File: src/rtl/pipe_ctrl_unit_pkg.sv
// Shared decode encodings and the packed control bundle for the ID-stage pipeline controller.
package pipe_ctrl_pkg;

  localparam logic [5:0] OP_RTYPE = 6'b000000;
  localparam logic [5:0] OP_J     = 6'b000010;
  localparam logic [5:0] OP_JAL   = 6'b000011;
  localparam logic [5:0] OP_BEQ   = 6'b000100;
  localparam logic [5:0] OP_BNE   = 6'b000101;
  localparam logic [5:0] OP_ADDI  = 6'b001000;
  localparam logic [5:0] OP_SLTIU = 6'b001011;
  localparam logic [5:0] OP_ORI   = 6'b001101;
  localparam logic [5:0] OP_LUI   = 6'b001111;
  localparam logic [5:0] OP_LW    = 6'b100011;
  localparam logic [5:0] OP_SW    = 6'b101011;

  localparam logic [2:0] ALUOP_RTYPE = 3'b000;
  localparam logic [2:0] ALUOP_ADD   = 3'b001;
  localparam logic [2:0] ALUOP_SLTU  = 3'b010;
  localparam logic [2:0] ALUOP_SUB   = 3'b011;
  localparam logic [2:0] ALUOP_LUI   = 3'b100;
  localparam logic [2:0] ALUOP_ORI   = 3'b101;

  localparam logic [1:0] MEM_TO_REG_ALU = 2'b00;
  localparam logic [1:0] MEM_TO_REG_MEM = 2'b01;
  localparam logic [1:0] MEM_TO_REG_PC4 = 2'b10;

  localparam logic [1:0] BTYPE_BEQ = 2'b00;
  localparam logic [1:0] BTYPE_BNE = 2'b01;

  typedef struct packed {
    logic       regWrite;
    logic [2:0] aluOp;
    logic       aluSrc;
    logic       regDst;
    logic       branch;
    logic [1:0] bType;
    logic       memRead;
    logic       memWrite;
    logic [1:0] memToReg;
    logic       jump;
    logic       illegal;
  } ctrl_t;

  localparam ctrl_t CTRL_NONE = '0;

  typedef enum logic [0:0] {ST_RUN, ST_STALL} state_t;

  // Instructions whose rt field is a source operand (and so can hit a load-use hazard).
  function automatic logic usesRt(input logic [5:0] op);
    return (op == OP_RTYPE) || (op == OP_BEQ) || (op == OP_BNE) || (op == OP_SW);
  endfunction

endpackage

File: src/rtl/pipe_ctrl_unit_if.sv
// IF/ID-side inputs and ID/EX-side outputs of the pipeline controller.
interface pipe_ctrl_unit_if #(
  parameter int REG_W   = 5,
  parameter int ALUOP_W = 3
) ();
  logic               id_valid_i;
  logic [31:0]        instr_i;
  logic               branch_taken_i;
  logic               pc_write_o;
  logic               ifid_write_o;
  logic               ifid_flush_o;
  logic               ex_valid_o;
  logic               ex_reg_write_o;
  logic               ex_alu_src_o;
  logic               ex_reg_dst_o;
  logic               ex_branch_o;
  logic               ex_mem_read_o;
  logic               ex_mem_write_o;
  logic [ALUOP_W-1:0] ex_alu_op_o;
  logic [1:0]         ex_mem_to_reg_o;
  logic [1:0]         ex_branch_type_o;
  logic               ex_jump_o;
  logic [REG_W-1:0]   ex_rs_o;
  logic [REG_W-1:0]   ex_rt_o;
  logic [REG_W-1:0]   ex_rd_o;
  logic               ex_illegal_o;

  modport master (
    output id_valid_i, instr_i, branch_taken_i,
    input  pc_write_o, ifid_write_o, ifid_flush_o, ex_valid_o, ex_reg_write_o,
           ex_alu_src_o, ex_reg_dst_o, ex_branch_o, ex_mem_read_o, ex_mem_write_o,
           ex_alu_op_o, ex_mem_to_reg_o, ex_branch_type_o, ex_jump_o,
           ex_rs_o, ex_rt_o, ex_rd_o, ex_illegal_o
  );

  modport slave (
    input  id_valid_i, instr_i, branch_taken_i,
    output pc_write_o, ifid_write_o, ifid_flush_o, ex_valid_o, ex_reg_write_o,
           ex_alu_src_o, ex_reg_dst_o, ex_branch_o, ex_mem_read_o, ex_mem_write_o,
           ex_alu_op_o, ex_mem_to_reg_o, ex_branch_type_o, ex_jump_o,
           ex_rs_o, ex_rt_o, ex_rd_o, ex_illegal_o
  );
endinterface

File: src/rtl/pipe_ctrl_unit_ctrl_decode.sv
// Pure opcode -> control-bundle decode. j/jal decode only when PIPE_CTRL_JUMP_EN is defined.
module ctrl_decode
  import pipe_ctrl_pkg::*;
(
  input  logic [5:0] opcode,
  output ctrl_t      ctrl
);

  always_comb begin
    ctrl = CTRL_NONE;
    case (opcode)
      OP_RTYPE: begin ctrl.regWrite = 1'b1; ctrl.aluOp = ALUOP_RTYPE; ctrl.regDst = 1'b1; end
      OP_ADDI:  begin ctrl.regWrite = 1'b1; ctrl.aluOp = ALUOP_ADD;  ctrl.aluSrc = 1'b1; end
      OP_SLTIU: begin ctrl.regWrite = 1'b1; ctrl.aluOp = ALUOP_SLTU; ctrl.aluSrc = 1'b1; end
      OP_BEQ:   begin ctrl.aluOp = ALUOP_SUB; ctrl.branch = 1'b1; ctrl.bType = BTYPE_BEQ; end
      OP_BNE:   begin ctrl.aluOp = ALUOP_SUB; ctrl.branch = 1'b1; ctrl.bType = BTYPE_BNE; end
      OP_LUI:   begin ctrl.regWrite = 1'b1; ctrl.aluOp = ALUOP_LUI; ctrl.aluSrc = 1'b1; end
      OP_ORI:   begin ctrl.regWrite = 1'b1; ctrl.aluOp = ALUOP_ORI; ctrl.aluSrc = 1'b1; end
      OP_LW: begin
        ctrl.regWrite = 1'b1;
        ctrl.aluOp    = ALUOP_ADD;
        ctrl.aluSrc   = 1'b1;
        ctrl.memRead  = 1'b1;
        ctrl.memToReg = MEM_TO_REG_MEM;
      end
      OP_SW:    begin ctrl.aluOp = ALUOP_ADD; ctrl.aluSrc = 1'b1; ctrl.memWrite = 1'b1; end
`ifdef PIPE_CTRL_JUMP_EN
      OP_J:     ctrl.jump = 1'b1;
      OP_JAL:   begin ctrl.jump = 1'b1; ctrl.regWrite = 1'b1; ctrl.memToReg = MEM_TO_REG_PC4; end
`endif
      default:  ctrl.illegal = 1'b1;
    endcase
  end

endmodule

File: src/rtl/pipe_ctrl_unit.sv
// ID-stage controller: decode into ID/EX, load-use stall FSM, branch flush.
// Optional j/jal support is enabled by defining PIPE_CTRL_JUMP_EN.
module pipe_ctrl_unit
  import pipe_ctrl_pkg::*;
#(
  parameter int OP_W      = 6,
  parameter int REG_W     = 5,
  parameter int ALUOP_W   = 3,
  parameter int STALL_CYC = 1
) (
  input  logic             clk_i,
  input  logic             rst_i,
  pipe_ctrl_unit_if.slave  bus
);

  localparam logic [1:0] STALL_LOAD = 2'(STALL_CYC - 1);

  logic [OP_W-1:0]  opcode;
  logic [REG_W-1:0] idRs, idRt, idRd, idRdEff;
  ctrl_t            idCtrl;

  assign opcode = bus.instr_i[31 -: OP_W];
  assign idRs   = bus.instr_i[25:21];
  assign idRt   = bus.instr_i[20:16];
  assign idRd   = bus.instr_i[15:11];

  ctrl_decode uDecode (
    .opcode (opcode),
    .ctrl   (idCtrl)
  );

  state_t           stateReg, stateNext;
  logic [1:0]       cntReg, cntNext;
  logic             exValidReg;
  ctrl_t            exCtrlReg;
  logic [REG_W-1:0] exRsReg, exRtReg, exRdReg;
  logic             hazard, latchBubble, pcWrite, ifidWrite, ifidFlush;

`ifdef PIPE_CTRL_JUMP_EN
  // jal links into $ra regardless of the encoded rd field.
  assign idRdEff = (opcode == OP_JAL) ? '1 : idRd;
  logic unusedInstrBits;
  assign unusedInstrBits = &{1'b0, bus.instr_i[10:0]};
`else
  assign idRdEff = idRd;
  logic unusedBits;
  assign unusedBits = &{1'b0, bus.instr_i[10:0], exCtrlReg.jump};
`endif

  assign hazard = bus.id_valid_i & exValidReg & exCtrlReg.memRead & (exRtReg != '0)
                & ((exRtReg == idRs) | ((exRtReg == idRt) & usesRt(opcode)));

  always_comb begin
    stateNext   = stateReg;
    cntNext     = cntReg;
    pcWrite     = 1'b1;
    ifidWrite   = 1'b1;
    ifidFlush   = 1'b0;
    latchBubble = 1'b0;
    if (rst_i) begin
      pcWrite   = 1'b0;
      ifidWrite = 1'b0;
    end else if (bus.branch_taken_i) begin
      ifidFlush   = 1'b1;
      latchBubble = 1'b1;
      stateNext   = ST_RUN;
      cntNext     = '0;
    end else begin
      case (stateReg)
        ST_RUN: begin
          if (hazard) begin
            pcWrite     = 1'b0;
            ifidWrite   = 1'b0;
            latchBubble = 1'b1;
            // A single bubble already clears the condition; longer stalls need the counter.
            if (STALL_CYC > 1) begin
              stateNext = ST_STALL;
              cntNext   = STALL_LOAD;
            end
          end else if (!bus.id_valid_i) begin
            latchBubble = 1'b1;
          end
        end
        ST_STALL: begin
          pcWrite     = 1'b0;
          ifidWrite   = 1'b0;
          latchBubble = 1'b1;
          cntNext     = cntReg - 2'd1;
          if (cntReg == 2'd1) stateNext = ST_RUN;
        end
        default: stateNext = ST_RUN;
      endcase
    end
  end

  always_ff @(posedge clk_i) begin
    if (rst_i) begin
      stateReg   <= ST_RUN;
      cntReg     <= '0;
      exValidReg <= 1'b0;
      exCtrlReg  <= CTRL_NONE;
      exRsReg    <= '0;
      exRtReg    <= '0;
      exRdReg    <= '0;
    end else begin
      stateReg <= stateNext;
      cntReg   <= cntNext;
      if (latchBubble) begin
        exValidReg <= 1'b0;
        exCtrlReg  <= CTRL_NONE;
        exRsReg    <= '0;
        exRtReg    <= '0;
        exRdReg    <= '0;
      end else begin
        exValidReg <= 1'b1;
        exCtrlReg  <= idCtrl;
        exRsReg    <= idRs;
        exRtReg    <= idRt;
        exRdReg    <= idRdEff;
      end
    end
  end

  assign bus.pc_write_o       = pcWrite;
  assign bus.ifid_write_o     = ifidWrite;
  assign bus.ifid_flush_o     = ifidFlush;
  assign bus.ex_valid_o       = exValidReg;
  assign bus.ex_reg_write_o   = exCtrlReg.regWrite;
  assign bus.ex_alu_src_o     = exCtrlReg.aluSrc;
  assign bus.ex_reg_dst_o     = exCtrlReg.regDst;
  assign bus.ex_branch_o      = exCtrlReg.branch;
  assign bus.ex_mem_read_o    = exCtrlReg.memRead;
  assign bus.ex_mem_write_o   = exCtrlReg.memWrite;
  assign bus.ex_alu_op_o      = exCtrlReg.aluOp;
  assign bus.ex_mem_to_reg_o  = exCtrlReg.memToReg;
  assign bus.ex_branch_type_o = exCtrlReg.bType;
  assign bus.ex_illegal_o     = exCtrlReg.illegal;
  assign bus.ex_rs_o          = exRsReg;
  assign bus.ex_rt_o          = exRtReg;
  assign bus.ex_rd_o          = exRdReg;
`ifdef PIPE_CTRL_JUMP_EN
  assign bus.ex_jump_o        = exCtrlReg.jump;
`else
  assign bus.ex_jump_o        = 1'b0;
`endif

endmodule

File: src/flat_wrapper.sv
// flat-port wrapper written by rule: the top's interface ports become plain ports
module pipe_ctrl_unit_flat import pipe_ctrl_pkg::*;
#(
  parameter int OP_W      = 6,
  parameter int REG_W     = 5,
  parameter int ALUOP_W   = 3,
  parameter int STALL_CYC = 1
)
  (clk_i, rst_i, bus_id_valid_i, bus_instr_i, bus_branch_taken_i, bus_pc_write_o, bus_ifid_write_o, bus_ifid_flush_o, bus_ex_valid_o, bus_ex_reg_write_o, bus_ex_alu_src_o, bus_ex_reg_dst_o, bus_ex_branch_o, bus_ex_mem_read_o, bus_ex_mem_write_o, bus_ex_alu_op_o, bus_ex_mem_to_reg_o, bus_ex_branch_type_o, bus_ex_jump_o, bus_ex_rs_o, bus_ex_rt_o, bus_ex_rd_o, bus_ex_illegal_o);
  pipe_ctrl_unit_if #(.REG_W(REG_W), .ALUOP_W(ALUOP_W)) bus_i ();
  input  logic clk_i;
  input  logic rst_i;
  input wire logic [$bits(bus_i.id_valid_i)-1:0] bus_id_valid_i;
  input wire logic [$bits(bus_i.instr_i)-1:0] bus_instr_i;
  input wire logic [$bits(bus_i.branch_taken_i)-1:0] bus_branch_taken_i;
  output wire logic [$bits(bus_i.pc_write_o)-1:0] bus_pc_write_o;
  output wire logic [$bits(bus_i.ifid_write_o)-1:0] bus_ifid_write_o;
  output wire logic [$bits(bus_i.ifid_flush_o)-1:0] bus_ifid_flush_o;
  output wire logic [$bits(bus_i.ex_valid_o)-1:0] bus_ex_valid_o;
  output wire logic [$bits(bus_i.ex_reg_write_o)-1:0] bus_ex_reg_write_o;
  output wire logic [$bits(bus_i.ex_alu_src_o)-1:0] bus_ex_alu_src_o;
  output wire logic [$bits(bus_i.ex_reg_dst_o)-1:0] bus_ex_reg_dst_o;
  output wire logic [$bits(bus_i.ex_branch_o)-1:0] bus_ex_branch_o;
  output wire logic [$bits(bus_i.ex_mem_read_o)-1:0] bus_ex_mem_read_o;
  output wire logic [$bits(bus_i.ex_mem_write_o)-1:0] bus_ex_mem_write_o;
  output wire logic [$bits(bus_i.ex_alu_op_o)-1:0] bus_ex_alu_op_o;
  output wire logic [$bits(bus_i.ex_mem_to_reg_o)-1:0] bus_ex_mem_to_reg_o;
  output wire logic [$bits(bus_i.ex_branch_type_o)-1:0] bus_ex_branch_type_o;
  output wire logic [$bits(bus_i.ex_jump_o)-1:0] bus_ex_jump_o;
  output wire logic [$bits(bus_i.ex_rs_o)-1:0] bus_ex_rs_o;
  output wire logic [$bits(bus_i.ex_rt_o)-1:0] bus_ex_rt_o;
  output wire logic [$bits(bus_i.ex_rd_o)-1:0] bus_ex_rd_o;
  output wire logic [$bits(bus_i.ex_illegal_o)-1:0] bus_ex_illegal_o;
  assign bus_i.id_valid_i = bus_id_valid_i;
  assign bus_i.instr_i = bus_instr_i;
  assign bus_i.branch_taken_i = bus_branch_taken_i;
  assign bus_pc_write_o = bus_i.pc_write_o;
  assign bus_ifid_write_o = bus_i.ifid_write_o;
  assign bus_ifid_flush_o = bus_i.ifid_flush_o;
  assign bus_ex_valid_o = bus_i.ex_valid_o;
  assign bus_ex_reg_write_o = bus_i.ex_reg_write_o;
  assign bus_ex_alu_src_o = bus_i.ex_alu_src_o;
  assign bus_ex_reg_dst_o = bus_i.ex_reg_dst_o;
  assign bus_ex_branch_o = bus_i.ex_branch_o;
  assign bus_ex_mem_read_o = bus_i.ex_mem_read_o;
  assign bus_ex_mem_write_o = bus_i.ex_mem_write_o;
  assign bus_ex_alu_op_o = bus_i.ex_alu_op_o;
  assign bus_ex_mem_to_reg_o = bus_i.ex_mem_to_reg_o;
  assign bus_ex_branch_type_o = bus_i.ex_branch_type_o;
  assign bus_ex_jump_o = bus_i.ex_jump_o;
  assign bus_ex_rs_o = bus_i.ex_rs_o;
  assign bus_ex_rt_o = bus_i.ex_rt_o;
  assign bus_ex_rd_o = bus_i.ex_rd_o;
  assign bus_ex_illegal_o = bus_i.ex_illegal_o;
  pipe_ctrl_unit #(.OP_W(OP_W), .REG_W(REG_W), .ALUOP_W(ALUOP_W), .STALL_CYC(STALL_CYC)) u_core (.clk_i(clk_i), .rst_i(rst_i), .bus(bus_i));
endmodule
File: config.mk
export PLATFORM = sky130hd
export DESIGN_NAME = pipe_ctrl_unit_flat
export DESIGN_NICKNAME = d
export VERILOG_FILES = /design/src/rtl/pipe_ctrl_unit_pkg.sv /design/src/rtl/pipe_ctrl_unit_if.sv /design/src/rtl/pipe_ctrl_unit_ctrl_decode.sv /design/src/rtl/pipe_ctrl_unit.sv /design/src/flat_wrapper.sv
export SDC_FILE = /design/constraint.sdc
export NUM_CORES = 1
export LEC_CHECK = 0
export ABC_AREA = 1
export BUFFER_PORTS_ARGS = -buffer_cell sky130_fd_sc_hd__buf_2
export CAP_MARGIN = 5
export CORE_MARGIN = 1.5
export CORE_UTILIZATION = 47
export DETAILED_ROUTE_END_ITERATION = 10
export GPL_ROUTABILITY_DRIVEN = 0
export PLACE_DENSITY = 0.84
export SYNTH_ARGS = -nofsm -noshare
export SYNTH_HDL_FRONTEND = slang
export SYNTH_SLANG_ARGS = --single-unit
File: constraint.sdc
create_clock -name clk_i -period 2.7 [get_ports clk_i]
set_clock_uncertainty 0.15 [all_clocks]
set_input_delay 0.54 -clock clk_i [delete_from_list [all_inputs] [get_ports clk_i]]
set_output_delay 0.54 -clock clk_i [all_outputs]
set_load 0.02 [all_outputs]
==> impl_metrics.ini <==
[critical_path]
cpPeakStageDelay_ps = 190
worst-setup-path-type = in -> out
r2r_cells = 7
critPathCaptureType = primary output
cp.required_ps = 2010
cp-start-kind = input pin
crit_top_cell = nand2_1
cp_cell_sequence = buf_2 > nor2_4 > nand3_2 > nand3_1 > nand2_1 > nand2_1 > nand2_2 > nand3b_1 > nand2_1 > buf_2
worst-path-max-fanout = 7
setup.worst_path.start = bus_instr_i[30]
worstReg2RegEnd = u_core.bus.ex_illegal_o$_SDFF_PP0_
crit_arrival_ps = 1640
cp_slowest_cell = nor2_4
worstReg2RegStart = u_core.bus.ex_rt_o[3]$_SDFF_PP0_
r2r_slack_ps = 1080

[clock_network]
postCtsSetupBuffers = 0
insertion_delay_ps = 330
ctsHoldBuffers = 0
cts_max_path_buffers = 2
cts.clk_slew.worst_paths_ps = 100
root_buffer = clkbuf_4
cts_made_buffers = 5
cts_tree = yes
cts_resized = 0
h-tree-depth = 2
cts_sinks = 30

[synth]
avgSynthCellArea_sq_um = 7.82
synth_top_family_by_area = simple AND/OR/NAND/NOR gates
synth_top_area_cell = dfxtp_1
synth.area.top_cells = dfxtp_1 47%, inv_1 9.6%, nor2_1 7.3%
synth_compound_area_frac = 0.0272
synth_fa_ha_area_frac = 0.00970
yosys.cell_types.count = 25
synthXorXnorAreaFrac = 0.0407
muxShareOfSynthArea = 0
syn_inst = 165
synth-seq-cells = 30
yosysSeqAreaShare = 0.466
netlist.area_leader.share = 0.466
synthSimpleGateAreaFrac = 0.308
netlist_area_sq_um = 1290
yosys_warnings = 0

[drt]
vias = 1150
vias_per_cell = 4.55
first_pass_iters = 4
ant_nets = 0
drt-wirelength-per-cell_um = 9.44
routed_wirelength_mm = 2.39
route.detailed.drc = 0
drtIter0Drc = 31

[global_route]
overflow = 0
antenna_found_initial = 0
grt_max_degree = 28
grt_pass1_wl_mm = 4.16
grt_pass1_vias = 1046
track_usage = 0.172

[sta]
post-route-period-util = 0.861
max_freq_mhz = 430
setup_viol = 0
finalHoldViolCount = 0
fin_crit_ps = 2330
drv_slew = 0
timing.hold.ws_ps = 256
tns_ps = 0
fin_ws_ps = 374
rsz0062_at_grt = no

[placement]
post-place-ws_ps = 381
port_buffers = 55
dp.cells = 245
placed_area_sq_um = 1550
hpwl_mm = 1.76

[die]
start_util = 0.507
coreArea_sq_um = 2540
pin_count = 70
die-width_um = 55.4
die_y_um = 55.4
die_area_sq_um = 3070
fp-row-count = 18

[power]
finalPower_mw = 0.902
power_density_nw_per_um2 = 556
power.leakage_nw = 0.911
irDropWorstVdd_v = 0.000495

[cells_and_area]
drive_gt1_frac = 0.354
postLayoutCoreUtil = 0.638
n_antenna_cell = 0
final_cell_area_sq_um = 1620
nets = 259
layout_common_cells = 55 x buf_2, 33 x inv_1, 30 x dfxtp_1, 25 x nor2_1, 22 x nand2_1
fin_cells = 253
area_growth_pct = 25.9
final_common_cell = buf_2

[min_path]
hold_class = in -> reg
min_delay_worst_endpoint = u_core.cntReg[0]$_SDFFE_PP0P_
min-delay-start = bus_branch_taken_i
holdPathStages = 2

[job]
cap_viol_max_count = 0

[status]
status = finished, final reports clean
cells in the mapped netlist:
cell,instances
nand3_1,11
nand4_1,3
nand3_2,2
ha_1,1
nor2_2,11
inv_1,33
dfxtp_1,30
nand2_2,1
nor4_1,1
a21oi_1,3
nand3_4,1
a41oi_1,1
buf_8,1
conb_1,1
o21ai_0,1
xor2_1,1
xnor2_1,5
nor2_4,1
buf_4,5
buf_6,1
nor3_1,2
nor2_1,25
nand2_1,22
nand3b_1,1
a31oi_1,1
layout make-up:
| class | count | area (sq um) |
|---|---|---|
| clock buffer | 5 | 37.5 |
| clock inverter | 3 | 40.0 |
| fill | 244 | 921 |
| inverter | 33 | 124 |
| multi-input combinational | 97 | 509 |
| sequential | 30 | 601 |
| tap | 30 | 37.5 |
| timing repair buffer | 55 | 275 |
worst max-delay path, delay by kind of cell:
family / cells / cell delay [ps]
buf+inv: 2 / 270
simple gates: 8 / 830
state kept, by name (all words and copies together), names as in the netlist:
signal / cells
u_core.bus.ex_rd_o: 5
u_core.bus.ex_rs_o: 5
u_core.bus.ex_rt_o: 5
u_core.bus.ex_alu_op_o: 3
u_core.cntReg: 2
u_core.bus.ex_alu_src_o: 1
u_core.bus.ex_branch_o: 1
u_core.bus.ex_branch_type_o: 1
u_core.bus.ex_illegal_o: 1
u_core.bus.ex_mem_to_reg_o: 1
u_core.bus.ex_mem_write_o: 1
u_core.bus.ex_reg_dst_o: 1
u_core.bus.ex_reg_write_o: 1
u_core.bus.ex_valid_o: 1
u_core.stateReg: 1
kinds of logic (layout without fill, tap and decap cells):
group / Yosys count / in the layout
other: 1 / 3
and+or+nand+nor: 81 / 81
adders and majority gates: 1 / 1
DFF: 30 / 30
xor gates and xnor gates: 6 / 6
AOI/OAI and AO/OA: 6 / 6
buffers and inverters: 40 / 96
where the power goes:
group	total [mW]	switching, mW	internal, mW
logic	0.103	0.0647	0.0379
registers	0.454	0.00384	0.450
clock network	0.346	0.154	0.192
metal layers:
metal,track usage,share of wire
met4,0.0732,0.021
met5,0,0
met2,0.274,0.45
met3,0.0820,0.079
met1,0.196,0.45
worst max path at each step:
| stage | slack (ps) | cells past startpoint | end |
|---|---|---|---|
| after detailed placement | 380 | 10 | bus_pc_write_o |
| final | 370 | 10 | bus_pc_write_o |
| after global routing | 200 | 10 | bus_ifid_write_o |
| after global placement | 400 | 10 | bus_ifid_write_o |
| after floorplan | 500 | 9 | bus_pc_write_o |
| after CTS | 370 | 10 | bus_pc_write_o |
Power figures use the tool's default switching activity.
